--- config.mk ---
export PLATFORM = sky130hd
export DESIGN_NAME = cpu_phase_ctrl
export DESIGN_NICKNAME = d
export VERILOG_FILES = /design/src/rtl/cpu_phase_pkg.sv /design/src/rtl/cpu_phase_decode.sv /design/src/rtl/cpu_phase_ctrl.sv
export SDC_FILE = /design/constraint.sdc
export NUM_CORES = 1
export LEC_CHECK = 0
export CAP_MARGIN = 20
export CORE_MARGIN = 1
export CORE_UTILIZATION = 39
export CTS_CLUSTER_SIZE = 25
export DETAILED_ROUTE_END_ITERATION = 12
export PLACE_DENSITY = 0.82
export RECOVER_POWER = 100
export SETUP_SLACK_MARGIN = 0.05
export SYNTH_ARGS = -nofsm -noshare
export SYNTH_HDL_FRONTEND = slang
export SYNTH_SLANG_ARGS = --single-unit
--- constraint.sdc ---
create_clock -name clk -period 2.4 [get_ports clk]
set_input_delay 0.48 -clock clk [delete_from_list [all_inputs] [get_ports clk]]
set_output_delay 0.48 -clock clk [all_outputs]
set_load 0.01 [all_outputs]
--- src/rtl/cpu_phase_pkg.sv ---
// Shared phase-controller types: FSM states and the opcode/funct constants the decoder keys on.
package cpu_phase_pkg;

  typedef enum logic [2:0] {
    S_IDLE = 3'd0,
    S_T1   = 3'd1,
    S_T2   = 3'd2,
    S_T3W  = 3'd3,
    S_T3   = 3'd4,
    S_T4   = 3'd5
  } state_t;

  localparam logic [5:0] OP_RTYPE    = 6'h00;
  localparam logic [5:0] OP_JAL      = 6'h03;
  localparam logic [5:0] OP_ITYPE_LO = 6'h08;
  localparam logic [5:0] OP_ITYPE_HI = 6'h0F;
  localparam logic [5:0] OP_LW       = 6'h23;
  localparam logic [5:0] OP_SW       = 6'h2B;
  localparam logic [5:0] FUNCT_JR    = 6'h08;

  function automatic logic is_mem_op(input logic [5:0] op);
    return (op == OP_LW) || (op == OP_SW);
  endfunction

endpackage

--- src/rtl/cpu_phase_decode.sv ---
// Combinational ir -> register file addresses/write enable, plus the load/store flag for S_T2.
// Zero latency; no handshake.
module cpu_phase_decode
  import cpu_phase_pkg::*;
#(
  parameter logic [4:0] LINK_REG = 5'd31
) (
  input  logic [31:0] ir,
  output logic [4:0]  raddr1,
  output logic [4:0]  raddr2,
  output logic [4:0]  waddr,
  output logic        we,
  output logic        mem_op
);

  logic [5:0] op;
  logic [5:0] funct;
  logic       writer;
  logic       unused_shamt;

  assign op           = ir[31:26];
  assign funct        = ir[5:0];
  assign raddr1       = ir[25:21];
  assign raddr2       = ir[20:16];
  assign mem_op       = is_mem_op(op);
  assign unused_shamt = ^ir[10:6];

  always_comb begin
    writer = 1'b0;
    waddr  = ir[20:16];
    if (op == OP_RTYPE) begin
      waddr  = ir[15:11];
      writer = (funct != FUNCT_JR);
    end else if (op == OP_JAL) begin
      waddr  = LINK_REG;
      writer = 1'b1;
    end else if ((op >= OP_ITYPE_LO) && (op <= OP_ITYPE_HI)) begin
      writer = 1'b1;
    end else if (op == OP_LW) begin
      writer = 1'b1;
    end
  end

  // Writes to r0 are suppressed here so the register file never sees them.
  assign we = writer && (waddr != 5'd0);

endmodule

--- src/rtl/cpu_phase_ctrl.sv ---
// Four-phase T1-T4 sequencer with instruction register and regfile address decode; optional CPU_PHASE_INSTRET_EN adds a retired-instruction counter.
// 4 cycles per instruction, +1 for load/store plus one per data wait cycle; stalls in T1 on inst_ack and in S_T3W on data_ack.
module cpu_phase_ctrl
  import cpu_phase_pkg::*;
#(
  parameter logic [31:0] RESET_PC = 32'h0000_0000,
  parameter logic [4:0]  LINK_REG = 5'd31
) (
  input  logic        clk,
  input  logic        resetn,
  output logic        inst_req,
  input  logic        inst_ack,
  input  logic [31:0] inst_rdata,
  output logic        data_req,
  input  logic        data_ack,
  input  logic [31:0] pc_next,
  output logic [31:0] pc,
  output logic [31:0] ir,
  output logic        T1,
  output logic        T2,
  output logic        T3,
  output logic        T4,
  output logic [4:0]  raddr1,
  output logic [4:0]  raddr2,
  output logic [4:0]  waddr,
  output logic        we
`ifdef CPU_PHASE_INSTRET_EN
  ,
  output logic [31:0] instret
`endif
);

  state_t state_q;
  state_t state_d;
  logic   mem_op;

  always_ff @(posedge clk) begin
    if (!resetn) state_q <= S_IDLE;
    else         state_q <= state_d;
  end

  always_comb begin
    state_d  = state_q;
    inst_req = 1'b0;
    data_req = 1'b0;
    T1       = 1'b0;
    T2       = 1'b0;
    T3       = 1'b0;
    T4       = 1'b0;
    case (state_q)
      S_IDLE: state_d = S_T1;
      S_T1: begin
        inst_req = 1'b1;
        T1       = 1'b1;
        if (inst_ack) state_d = S_T2;
      end
      S_T2: begin
        T2      = 1'b1;
        state_d = mem_op ? S_T3W : S_T3;
      end
      S_T3W: begin
        data_req = 1'b1;
        if (data_ack) state_d = S_T3;
      end
      // Always a single cycle: the register file commits on T3 & we.
      S_T3: begin
        T3      = 1'b1;
        state_d = S_T4;
      end
      S_T4: begin
        T4      = 1'b1;
        state_d = S_T1;
      end
      default: state_d = S_IDLE;
    endcase
  end

  always_ff @(posedge clk) begin
    if (!resetn) begin
      pc <= RESET_PC;
      ir <= '0;
    end else begin
      if ((state_q == S_T1) && inst_ack) ir <= inst_rdata;
      if (state_q == S_T4)               pc <= pc_next;
    end
  end

`ifdef CPU_PHASE_INSTRET_EN
  logic [31:0] instret_q;

  always_ff @(posedge clk) begin
    if (!resetn)                 instret_q <= '0;
    else if (state_q == S_T4)    instret_q <= instret_q + 32'd1;
  end

  assign instret = instret_q;
`endif

  cpu_phase_decode #(
    .LINK_REG (LINK_REG)
  ) u_decode (
    .ir     (ir),
    .raddr1 (raddr1),
    .raddr2 (raddr2),
    .waddr  (waddr),
    .we     (we),
    .mem_op (mem_op)
  );

endmodule

* Yosys cells after proc, flatten, opt, wreduce, memory -nomap -nowiden
Cells that the tools add are included.
** Storage, ports and cells
- Register bits after elaboration :: 67
- Word-level logic and storage cells :: 40
- Input bits :: 68
** Operators by class
- Reduce and logical (&&, ||, !) cells :: 9
- Mux-type cells :: 15
- $lt $le $gt $ge :: 2
- Equal/unequal tests :: 11
** Operators with widths (count)
- $pmux 3 s5 :: 1
- $eq 6x6->1 const B :: 2
- $mux 5 :: 2
- $mux 1 :: 9
- $mux 3 :: 3
- $eq 3x2->1 const B :: 2
- $eq 3x3->1 const B :: 2
- $eq 6x2->1 const B :: 1
- $ge 6x4->1 const B :: 1
- $le 6x4->1 const B :: 1
- $logic_not 6->1 :: 1
- $ne 6x4->1 const B :: 1
- $reduce_bool 5->1 :: 1
- $ne 2x2->1 const B :: 2
- $eq 3x1->1 const B :: 1
- $logic_and 1x1->1 :: 3
- $logic_not 3->1 :: 1
- $reduce_and 2->1 :: 1
- $reduce_or 2->1 :: 1
- $logic_or 1x1->1 :: 1

* Depth between registers and ports, before layout
Gate-level depths: netlist of run 1.
- Depth after elaboration :: 6
- Depth in mapped cells :: 7
- Depth with buffers taken out :: 5

* Modules after synthesis
Synthesis of run 1 repeated with hierarchy kept, for this count alone.
** Second synthesis, totals
- Cell total of the unflattened synthesis :: 345
- Area, all modules :: 3075.4 µm²
** By module, submodules not included
- cpu_phase_ctrl :: cells each 311, area each 2798.9 µm², instances 1
- cpu_phase_decode :: cells each 34, area each 276.5 µm², instances 1

* Least setup slack after synthesis of run 1
OpenSTA, ideal clock, no wires.
- Kind :: register -> output
- Start :: register ir[28]
- End :: output port we
- Setup slack :: 0.438 ns
- Arrival :: 1.482 ns
- Stages on the path, launching flop included :: 5
- Cells stage by stage :: dfxtp_1 -> or4_4 -> or2_4 -> o22ai_2 -> a41oi_1
** On the way
- Cells in the longest elaborated chain, start to end :: 6
- Elaborated cells between the ends (all ways) :: 14
** Ends and longest elaborated chain
- start, declared :: line cpu_phase_ctrl.sv:18 : output logic [31:0] ir,
- start signal, assigned :: line cpu_phase_ctrl.sv:83 : if ((state_q == S_T1) && inst_ack) ir <= inst_rdata;
- $ge 6x4->1 (tied with other cells) :: line cpu_phase_decode.sv:37 : end else if ((op >= OP_ITYPE_LO) && (op <= OP_ITYPE_HI)) begin
- $logic_and 1x1->1 or $mux 1 (tied branches) :: line cpu_phase_decode.sv:37, cpu_phase_decode.sv:39
- $mux 1 :: line cpu_phase_decode.sv:37
- $mux 1 :: line cpu_phase_decode.sv:34 : end else if (op == OP_JAL) begin
- $mux 1 :: line cpu_phase_decode.sv:31 : if (op == OP_RTYPE) begin
- $logic_and 1x1->1 * :: line cpu_phase_decode.sv:45 : assign we = writer && (waddr != 5'd0);
- end, declared :: line cpu_phase_ctrl.sv:26 : output logic we
Mark *: on every way between the ends. The rest lies on a longest branch, timed or not.

* Worst setup path after layout of run 1
- Start :: register ir[30]
- End :: output port we
The elaborated chain is that of the path after synthesis.

==> flow_summary.ini, run 1 <==
[status]
outcome = finished, final reports clean

[synthesis]
synth.cell_area_sq_um = 2840
synth.ff_latch_count = 67
synthesis.instances = 349
syn-num-nets = 417
synthTopCellsByArea = sky130_fd_sc_hd__dfxtp_1 (47%), sky130_fd_sc_hd__nand2_1 (17%), sky130_fd_sc_hd__a21boi_0 (13%)
ys_warn_count = 0
synth_top_cell_by_area = sky130_fd_sc_hd__dfxtp_1
seq_area_frac_synth_pct = 47.2
netlist-cell-type-count = 31
synth_top_area_share_pct = 47.2
synthesis.area_per_instance_sq_um = 8.13

[hold_path]
worst_hold_startpoint = pc[13]$_SDFFE_PN0P_
worstHoldEndpoint = pc[13]$_SDFFE_PN0P_
timing.hold.worst_path_depth = 2
type_of_the_most_critical_hold_path = reg2reg

[global_route]
global_route_wire_length_before_repair_microns = 12800
grt_max_degree = 36
gr-total-overflow = 0
globalRouteMet2Util_pct = 37.7
grt_antenna_before_repair = 0
gr-usage-met1_pct = 22.8
vias_in_the_first_global_route = 2719
global_route.usage.met3_pct = 11.9
grt.busiest_layer = met2
total_routing_usage_reported_by_global_routing_pct = 22.0

[floorplanning]
die_area_sq_um = 7620
initial_utilization_pct = 41.1
die_w_microns = 87.3
dieHeight_microns = 87.3
row_count = 30
top_level_ports = 154
coreArea_sq_um = 6910

[sta]
final.setup_skew_ns = 0.0107
final_max_slew_viol_count = 0
setup_repair_after_global_routing_missed_its_margin = true
timing.final.setup_violations = 0
slew_headroom_pct = 27.2
final_period_minus_worst_setup_slack_ns = 2.38
worstMarginPinSlew_ns = 1.09
hold_ws_ns = 0.458
hold_viol_final = 0
max_frequency_mhz = 419
final_min_period_over_clock_period_pct = 99.4

[finish]
cell_area_after_layout_sq_um = 4620
insertedDiodeCount = 0
num-nets-final = 559
combined_area_of_the_multi_input_logic_cells_sq_um = 1350
drive_above_1_share_pct = 8.28
nFillCells = 579
area_delta_synth_final_pct = 62.7
layout.area.seq_sq_um = 1340

[clock_network]
clk_root_buffer_cell = sky130_fd_sc_hd__clkbuf_8
worst_skew_pair.late_latency_ns = 0.33
clk_transition_reported_paths_ns = 0.06
cts_max_path_bufs = 2
tritoncts_sinks = 67
cts_htree_levels = 3
clock_tree_from_tritoncts = done
tritoncts.num_buffers = 9

[detailed_routing]
detailedRoute.firstIterationViolations = 64
via_per_inst = 4.93
post_route_drc = 0
avgRoutedWirePerCell_microns = 14.1
firstDrtPassIters = 5
number_of_vias_in_the_routed_layout = 2913
wirelength_microns = 8310
ant_nets = 0

[worst_setup_path]
worst-r2r-cell-count = 4
worstPathMaxFanout = 3
required_ns = 1.92
crit_path_launch_type = flop
ws_path_type = reg2out
critPathArrivalTime_ns = 1.90
r2r-end = ir[4]$_SDFFE_PN0P_
r2r_setup_slack_ns = 0.39
end_kind = output pin
launching_point_of_the_worst_reg2reg_path = state_q[1]$_SDFFE_PN0P_

[place]
place_congestion = 0.890
place_area_sq_um = 4390
dp_hpwl_microns = 5900
portBuffers = 153

[power]
power-per-cell-area_nw_per_um2 = 569
p_leak_nw = 1.87
worst_ir_drop_vdd_mv = 0.369

[flow_run]
max-cap-violations = 0
[cell usage after synthesis, drive strengths merged]
master / instances
xnor2: 1
nor2b: 3
buf: 23
o32ai: 1
nand2b: 3
nand3: 1
clkbuf: 11
nand2: 131
o21a: 2
nor2: 7
a41oi: 2
o21ai: 4
inv: 3
a21boi: 64
dfxtp: 67
nor3: 2
mux2i: 1
o22a: 3
a21oi: 1
a211oi: 2
or4: 1
o22ai: 1
or2: 3
nand3b: 1
nor4: 4
and2: 3
nor3b: 3
and3: 1
[report_power, final]
group	total [mW]	switching [mW]	internal, mW
combinational	0.518	0.222	0.296
clock	0.927	0.397	0.531
sequential	1.19	0.0358	1.15
[flip-flops by register name (all words and copies together) (netlist names)]
| register | flops |
|---|---|
| state_q | 3 |
| ir | 32 |
| pc | 32 |
[repair_timing]
item,4_1_cts,5_1_grt
hold endpoints to repair,0,0
hold buffers,0,0
gates resized for setup,28,4
pin swaps,6,2
setup endpoints to repair,8,8
setup buffers,2,0
[metal layers]
metal	wire length, microns	share of wire [%]
met5	0	0
met4	136	1.6
met3	984	12
met2	3930	47
met1	3260	39
[final cells by class]
cell class              count  area share (%)
flip-flops and latches     67            29.1
well taps                  96            2.60
clock inverters             2           0.758
inverters                   3           0.244
multi-input cells         245            29.1
repair buffers            165            34.7
clock buffers              13            3.44
[critical path, cell delays in order, from the launching register on]
cell and delay (ns):
sky130_fd_sc_hd__dfxtp_2 0.33, sky130_fd_sc_hd__or4_4 0.57, sky130_fd_sc_hd__buf_6 0.14, sky130_fd_sc_hd__nor3_4 0.12
sky130_fd_sc_hd__o22a_1 0.14, sky130_fd_sc_hd__a41oi_1 0.11, sky130_fd_sc_hd__buf_2 0.16
[kinds of logic after synthesis]
group                     after synthesis  synth area share, %
AOI/OAI and AO/OA                      80                 21.2
DFF                                    67                 47.2
and+or+nand+nor                       163                 24.1
buffers and inverters                  37                 6.88
xor gates and xnor gates                1                0.309
muxes                                   1                0.353
[worst max path at each step]
stage	startpoint	end	slack, ns
2_1_floorplan	ir[28]$_SDFFE_PN0P_	we	0.44
3_3_place_gp	ir[28]$_SDFFE_PN0P_	we	0.05
3_5_place_dp	ir[28]$_SDFFE_PN0P_	we	-0.02
4_1_cts	ir[31]$_SDFFE_PN0P_	we	0.02
5_1_grt	ir[30]$_SDFFE_PN0P_	we	-0.06
6_report	ir[30]$_SDFFE_PN0P_	we	0.02
[layout by cell type (no fill, tap or decap), types with 4 or more instances in the layout]
cell and n:
sky130_fd_sc_hd__a21boi_0 63, sky130_fd_sc_hd__buf_2 4, sky130_fd_sc_hd__buf_4 8, sky130_fd_sc_hd__clkbuf_8 11, sky130_fd_sc_hd__clkdlybuf4s50_1 72, sky130_fd_sc_hd__dfxtp_1 65
sky130_fd_sc_hd__dlygate4sd3_1 74, sky130_fd_sc_hd__nand2_1 131, sky130_fd_sc_hd__nor2_1 5, sky130_fd_sc_hd__o21ai_0 4
[metrics by stage]
stage	setup slack (ns)	std cells	utilization, %	setup TNS [ns]	power (mW)
finish	0.0155	591	66.9	0	2.63
global route	-0.0588	591	66.9	-0.0588	2.76
CTS	0.0191	591	66.8	0	2.66
detailed placement	-0.0164	574	63.6	-0.0164	1.73
global placement	0.0484	574	63.6	0	1.72
floorplan	0.438	349	-	0	1.44
Power figures use the tool's default switching activity.
==> run 2: changes to the inputs <==
--- a/config.mk
+++ b/config.mk
@@ -7,7 +7,7 @@
 export LEC_CHECK = 0
 export CAP_MARGIN = 20
 export CORE_MARGIN = 1
-export CORE_UTILIZATION = 39
+export CORE_UTILIZATION = 40
 export CTS_CLUSTER_SIZE = 25
 export DETAILED_ROUTE_END_ITERATION = 12
 export PLACE_DENSITY = 0.82
@@ -15,4 +15,5 @@
 export SETUP_SLACK_MARGIN = 0.05
 export SYNTH_ARGS = -nofsm -noshare
 export SYNTH_HDL_FRONTEND = slang
+export SYNTH_HIERARCHICAL = 1
 export SYNTH_SLANG_ARGS = --single-unit
==> flow_summary.ini, run 2 <==
[status]
outcome = finished, final reports clean

[floorplanning]
row_count = 31
initial_utilization_pct = 42.0
top_level_ports = 154
coreArea_sq_um = 7330
die_w_microns = 89.7
dieHeight_microns = 89.7
die_area_sq_um = 8040

[clock_network]
clk_root_buffer_cell = sky130_fd_sc_hd__clkbuf_8
cts_htree_levels = 3
tritoncts.num_buffers = 9
clock_tree_from_tritoncts = done
clk_transition_reported_paths_ns = 0.07
worst_skew_pair.late_latency_ns = 0.34
tritoncts_sinks = 67
cts_max_path_bufs = 2
cts-hold-fix-buffers = 0

[worst_setup_path]
critPathArrivalTime_ns = 1.85
worstPathMaxFanout = 4
launch_point_of_the_critical_path = ir[31]$_SDFFE_PN0P_
ws_path_type = reg2out
worst-r2r-cell-count = 4
crit_path_launch_type = flop
launching_point_of_the_worst_reg2reg_path = state_q[1]$_SDFFE_PN0P_
required_ns = 1.92
r2r-end = ir[8]$_SDFFE_PN0P_
r2r_setup_slack_ns = 0.50
end_kind = output pin

[finish]
insertedDiodeCount = 0
combined_area_of_the_multi_input_logic_cells_sq_um = 1340
mostFrequentLayoutCells = sky130_fd_sc_hd__clkdlybuf4s50_1 (79), sky130_fd_sc_hd__nand2_1 (69), sky130_fd_sc_hd__dlygate4sd3_1 (67), sky130_fd_sc_hd__dfxtp_1 (65), sky130_fd_sc_hd__nand3_1 (62)
layout.area.seq_sq_um = 1340
num-nets-final = 549
nFillCells = 613
area_delta_synth_final_pct = 52.5
biggestRegsByFlops = ir (32), pc (32), state_q (3)
cell_area_after_layout_sq_um = 4690
mostFrequentLayoutCell = sky130_fd_sc_hd__clkdlybuf4s50_1
drive_above_1_share_pct = 15.8
final_core_utilization_pct = 64.0

[power]
p_leak_nw = 1.95
power-per-cell-area_nw_per_um2 = 614
worst_ir_drop_vdd_mv = 0.458
total_power_mw = 2.88

[sta]
setup_ws_ns = 0.0704
hold_ws_ns = 0.454
max_frequency_mhz = 429
worstMarginPinSlew_ns = 0.981
timing.final.setup_violations = 0
slew_headroom_pct = 34.6
final_min_period_over_clock_period_pct = 97.1
final_max_slew_viol_count = 0
final_period_minus_worst_setup_slack_ns = 2.33
final.setup_skew_ns = 0.00890
setup_repair_after_global_routing_missed_its_margin = true
hold_viol_final = 0

[place]
detailedPlace.worstSlack_ns = 0.0663
dp_hpwl_microns = 5740
portBuffers = 153
place_area_sq_um = 4550
place_congestion = 0.760

[synthesis]
synth.cell_area_sq_um = 3080
commonest_cells_post_synth = sky130_fd_sc_hd__nand2_1 (69), sky130_fd_sc_hd__dfxtp_1 (67), sky130_fd_sc_hd__nand3_1 (37)
synthesis.instances = 345
synthTopCellsByArea = sky130_fd_sc_hd__dfxtp_1 (44%), sky130_fd_sc_hd__nand3_2 (8.8%), sky130_fd_sc_hd__nand2_1 (8.4%)
netlist-cell-type-count = 39
synth_top_cell_by_area = sky130_fd_sc_hd__dfxtp_1
ys_dominant_reg_cell = sky130_fd_sc_hd__dfxtp_1
synth-async-reset-ratio_pct = 0
synth.ff_latch_count = 67
seq_area_frac_synth_pct = 43.6
synth_top_area_share_pct = 43.6
ys_warn_count = 6
number_of_enable_flip_flop_cells_after_synthesis = 0
synth_most_common_cell = sky130_fd_sc_hd__nand2_1
syn-num-nets = 413
synthesis.area_per_instance_sq_um = 8.91

[flow_run]
max-cap-violations = 0

[hold_path]
worstHoldEndpoint = ir[6]$_SDFFE_PN0P_
type_of_the_most_critical_hold_path = reg2reg
worst_hold_startpoint = ir[6]$_SDFFE_PN0P_
timing.hold.worst_path_depth = 2

[detailed_routing]
detailedRoute.firstIterationViolations = 137
firstDrtPassIters = 4
via_per_inst = 4.97
avgRoutedWirePerCell_microns = 13.9
number_of_vias_in_the_routed_layout = 2910
wirelength_microns = 8150
post_route_drc = 0
ant_nets = 0

[global_route]
total_routing_usage_reported_by_global_routing_pct = 19.2
gr-total-overflow = 0
global_route_wire_length_before_repair_microns = 11800
vias_in_the_first_global_route = 2502
grt_antenna_before_repair = 0
grt_max_degree = 65
-- run 2: changes by cell type after synthesis, moves of 4 or more --
cell,change
sky130_fd_sc_hd__a21boi_1,-15
sky130_fd_sc_hd__buf_6,+4
sky130_fd_sc_hd__buf_4,+5
sky130_fd_sc_hd__nand3_1,+36
sky130_fd_sc_hd__o21ai_2,+27
sky130_fd_sc_hd__nand2_1,-62
sky130_fd_sc_hd__nand3_2,+27
sky130_fd_sc_hd__nor2_1,-6
sky130_fd_sc_hd__o21ai_0,+31
sky130_fd_sc_hd__a21boi_0,-49
-- run 2: worst max path at each step --
stage | endpoint | slack, ns | depth (start not counted)
6_report | we | 0.07 | 6
5_1_grt | we | -0.05 | 5
4_1_cts | waddr[3] | 0.08 | 5
3_5_place_dp | we | 0.07 | 5
3_3_place_gp | we | 0.1 | 5
2_1_floorplan | we | 0.60 | 4
-- run 2: stage by stage --
step / setup TNS (ns) / std cells
final: 0 / 585
after global routing: -0.0696 / 585
after CTS: 0 / 584
after detailed placement: 0 / 563
after global placement: 0 / 563
after floorplan: 0 / 345
-- run 2: area by class of cell --
cell class                 count  area share [%]
clock buffer                  10            2.93
clock inverter                 6            1.89
inverter                       5           0.400
multi-input combinational    231            28.6
sequential                    67            28.7
tap                           99            2.64
timing repair buffer         167            34.8
-- run 2: report_power, final --
group / internal (mW) / switching [mW] / leakage [nW]
Clock: 0.613 / 0.447 / 0.108
Combinational: 0.338 / 0.279 / 1.30
Sequential: 1.16 / 0.0457 / 0.544
Total: 2.11 / 0.771 / 1.95
-- run 2: what timing repair did --
item	in CTS	in global routing
setup endpoints to repair	6	8
hold endpoints to repair	0	0
buffers inserted	5	1
gates resized for setup	14	14
pin swaps	1	1
-- run 2: kinds of logic (layout without fill, tap and decap cells) --
logic type / count (synthesis) / after routing / synth area share [%]
AOI/OAI and AO/OA: 81 / 81 / 18.8
DFF: 67 / 67 / 43.6
buffers and inverters: 47 / 188 / 9.85
and+or+nand+nor: 149 / 149 / 27.4
muxes: 1 / 1 / 0.325
-- run 2: metal layers --
metal | wire length (microns) | track usage, %
met1 | 3350 | 23.0
met2 | 4170 | 33.1
met3 | 532 | 4.94
met4 | 93 | 7.22
met5 | 0 | 0
-- run 2: worst max-delay path: stages, from the launching register on --
cell and delay, ns:
sky130_fd_sc_hd__dfxtp_2 0.34, sky130_fd_sc_hd__nor4_4 0.35, sky130_fd_sc_hd__a21boi_4 0.29, sky130_fd_sc_hd__buf_6 0.14
sky130_fd_sc_hd__o22ai_4 0.06, sky130_fd_sc_hd__a41oi_2 0.18, sky130_fd_sc_hd__buf_2 0.16
==> run 3: changes to the inputs <==
--- a/config.mk
+++ b/config.mk
@@ -7,10 +7,12 @@
 export LEC_CHECK = 0
 export CAP_MARGIN = 20
 export CORE_MARGIN = 1
-export CORE_UTILIZATION = 40
+export CORE_UTILIZATION = 41
+export CTS_BUF_LIST = sky130_fd_sc_hd__clkbuf_2
+export CTS_CLUSTER_DIAMETER = 120
 export CTS_CLUSTER_SIZE = 25
 export DETAILED_ROUTE_END_ITERATION = 12
-export PLACE_DENSITY = 0.82
+export PLACE_DENSITY = 0.83
 export RECOVER_POWER = 100
 export SETUP_SLACK_MARGIN = 0.05
 export SYNTH_ARGS = -nofsm -noshare
==> flow_summary.ini, run 3 (synthesized netlist as in run 2, its figures left out) <==
[clock_network]
tritoncts_sinks = 67
cts-hold-fix-buffers = 0
worst_skew_pair.late_latency_ns = 0.48
clk_transition_reported_paths_ns = 0.19
clock_tree_from_tritoncts = done
cts_max_path_bufs = 2
tritoncts.num_buffers = 9
cts_htree_levels = 3
clk_root_buffer_cell = sky130_fd_sc_hd__clkbuf_2

[sta]
final.setup_skew_ns = 0.0337
final_min_period_over_clock_period_pct = 103
setup_ws_ns = -0.0645
hold_ws_ns = 0.472
timing.final.setup_violations = 1
max_frequency_mhz = 406
slew_headroom_pct = 33.5
final_max_slew_viol_count = 0
setup_repair_after_global_routing_missed_its_margin = true
hold_viol_final = 0
worstMarginPinSlew_ns = 0.997
final_period_minus_worst_setup_slack_ns = 2.46

[floorplanning]
dieHeight_microns = 88.6
top_level_ports = 154
initial_utilization_pct = 42.4
row_count = 31
die_w_microns = 88.6
die_area_sq_um = 7850
coreArea_sq_um = 7250

[finish]
mostFrequentLayoutCell = sky130_fd_sc_hd__clkdlybuf4s50_1
insertedDiodeCount = 0
mostFrequentLayoutCells = sky130_fd_sc_hd__clkdlybuf4s50_1 (76), sky130_fd_sc_hd__dlygate4sd3_1 (70), sky130_fd_sc_hd__nand2_1 (68), sky130_fd_sc_hd__dfxtp_1 (63), sky130_fd_sc_hd__nand3_1 (60)
num-nets-final = 555
biggestRegsByFlops = ir (32), pc (32), state_q (3)
area_delta_synth_final_pct = 52.2
drive_above_1_share_pct = 17.7
nFillCells = 623

[worst_setup_path]
worst-r2r-cell-count = 4
launching_point_of_the_worst_reg2reg_path = state_q[1]$_SDFFE_PN0P_
end_kind = output pin
timing.critical_path.max_delay_family = buffers and inverters
timing.critical_path.mode_cell = sky130_fd_sc_hd__buf_4
crit_path_launch_type = flop
critical_path_cell_count = 7
critical_path.max_stage_delay_ns = 0.38
endpoint = we
r2r_setup_slack_ns = 0.43
ws_path_type = reg2out
worstPathMaxFanout = 3
path_cells = nor4_4 -> buf_4 -> buf_4 -> nand3b_1 -> a22oi_2 -> a41oi_2 -> buf_2
required_ns = 1.92
worstPathBufferInverterCount = 3
critPathArrivalTime_ns = 1.98
r2r-end = ir[14]$_SDFFE_PN0P_
crit_path_top_delay_cell = sky130_fd_sc_hd__dfxtp_1
launch_point_of_the_critical_path = ir[30]$_SDFFE_PN0P_

[detailed_routing]
via_per_inst = 4.88
post_route_drc = 0
ant_nets = 0
wirelength_microns = 8040
avgRoutedWirePerCell_microns = 13.6
detailedRoute.firstIterationViolations = 105
number_of_vias_in_the_routed_layout = 2887
firstDrtPassIters = 4

[global_route]
gr-total-overflow = 0
global_route_wire_length_before_repair_microns = 12100
vias_in_the_first_global_route = 2486
total_routing_usage_reported_by_global_routing_pct = 19.9
grt_max_degree = 73
grt_antenna_before_repair = 0

[place]
detailedPlace.worstSlack_ns = 0.0600
portBuffers = 153
dp_hpwl_microns = 5620
place_congestion = 0.768

[power]
worst_ir_drop_vdd_mv = 0.339
power-per-cell-area_nw_per_um2 = 579
p_leak_nw = 1.98

[hold_path]
timing.hold.worst_path_depth = 2
type_of_the_most_critical_hold_path = reg2reg

[status]
outcome = complete, but fails checks
violations = setup timing

[flow_run]
max-cap-violations = 0
## run 3: changes by cell type in the layout (fill, tap and decap cells not counted), moves of 2 or more
| cell | delta |
|---|---|
| sky130_fd_sc_hd__nand3_1 | -2 |
| sky130_fd_sc_hd__clkbuf_8 | -10 |
| sky130_fd_sc_hd__buf_4 | +5 |
| sky130_fd_sc_hd__clkdlybuf4s50_1 | -3 |
| sky130_fd_sc_hd__clkbuf_2 | +6 |
| sky130_fd_sc_hd__nand3_2 | +2 |
| sky130_fd_sc_hd__dfxtp_1 | -2 |
| sky130_fd_sc_hd__dlygate4sd3_1 | +3 |
| sky130_fd_sc_hd__buf_6 | +2 |
| sky130_fd_sc_hd__clkinv_1 | +2 |
| sky130_fd_sc_hd__buf_2 | +3 |
| sky130_fd_sc_hd__clkinvlp_4 | -2 |
## run 3: routing by layer
metal,part of all wire (%),track usage (%),wire (microns),vias to the layer above
li1,-,-,-,1478
met1,44,25.8,3550,1313
met2,50,32.6,4020,87
met3,4.9,4.29,394,9
met4,0.97,7.33,78,0
met5,0,0,0,-
## run 3: repair_timing
item | CTS | global route
buffers inserted | 11 | 0
endpoints found under the setup margin | 9 | 9
resized for setup | 32 | 9
pin swaps | 4 | 3
## run 3: final cells by class
type / count / area [sq um] / area share (%)
repair buffers: 173 / 1680 / 36.0
flip-flops and latches: 67 / 1350 / 28.8
multi-input cells: 231 / 1350 / 28.8
well taps: 99 / 124 / 2.65
clock inverters: 7 / 115 / 2.46
clock buffers: 9 / 45.0 / 0.962
inverters: 5 / 18.8 / 0.401
## run 3: power breakdown
group / internal, mW / leakage, nW / switching (mW)
Combinational: 0.360 / 1.34 / 0.284
Clock: 0.449 / 0.0916 / 0.414
Sequential: 1.16 / 0.545 / 0.0436
Total: 1.97 / 1.98 / 0.741
## run 3: metrics by stage
stage	utilization [%]	power, mW	instance area, sq um	std cells	TNS [ns]
2_1_floorplan	-	1.54	3080	345	0
3_3_place_gp	62.9	1.84	4570	564	0
3_5_place_dp	62.9	1.85	4570	564	0
4_1_cts	66.7	2.78	4840	591	-0.262
5_1_grt	64.6	2.84	4680	591	-0.450
6_report	64.6	2.71	4680	591	-0.0645
## run 3: worst min-delay path by stage
stage	from	endpoint
global route	resetn	ir[4]$_SDFFE_PN0P_
CTS	resetn	pc[22]$_SDFFE_PN0P_
finish	ir[7]$_SDFFE_PN0P_	ir[7]$_SDFFE_PN0P_
floorplan	ir[10]$_SDFFE_PN0P_	ir[10]$_SDFFE_PN0P_
detailed placement	ir[6]$_SDFFE_PN0P_	ir[6]$_SDFFE_PN0P_
global placement	ir[8]$_SDFFE_PN0P_	ir[8]$_SDFFE_PN0P_
## run 3: tightest hold or removal path: stages, from the launching register on
cell                      delay, ns
sky130_fd_sc_hd__dfxtp_1       0.35
sky130_fd_sc_hd__nand2_1       0.07
sky130_fd_sc_hd__o21ai_2       0.05
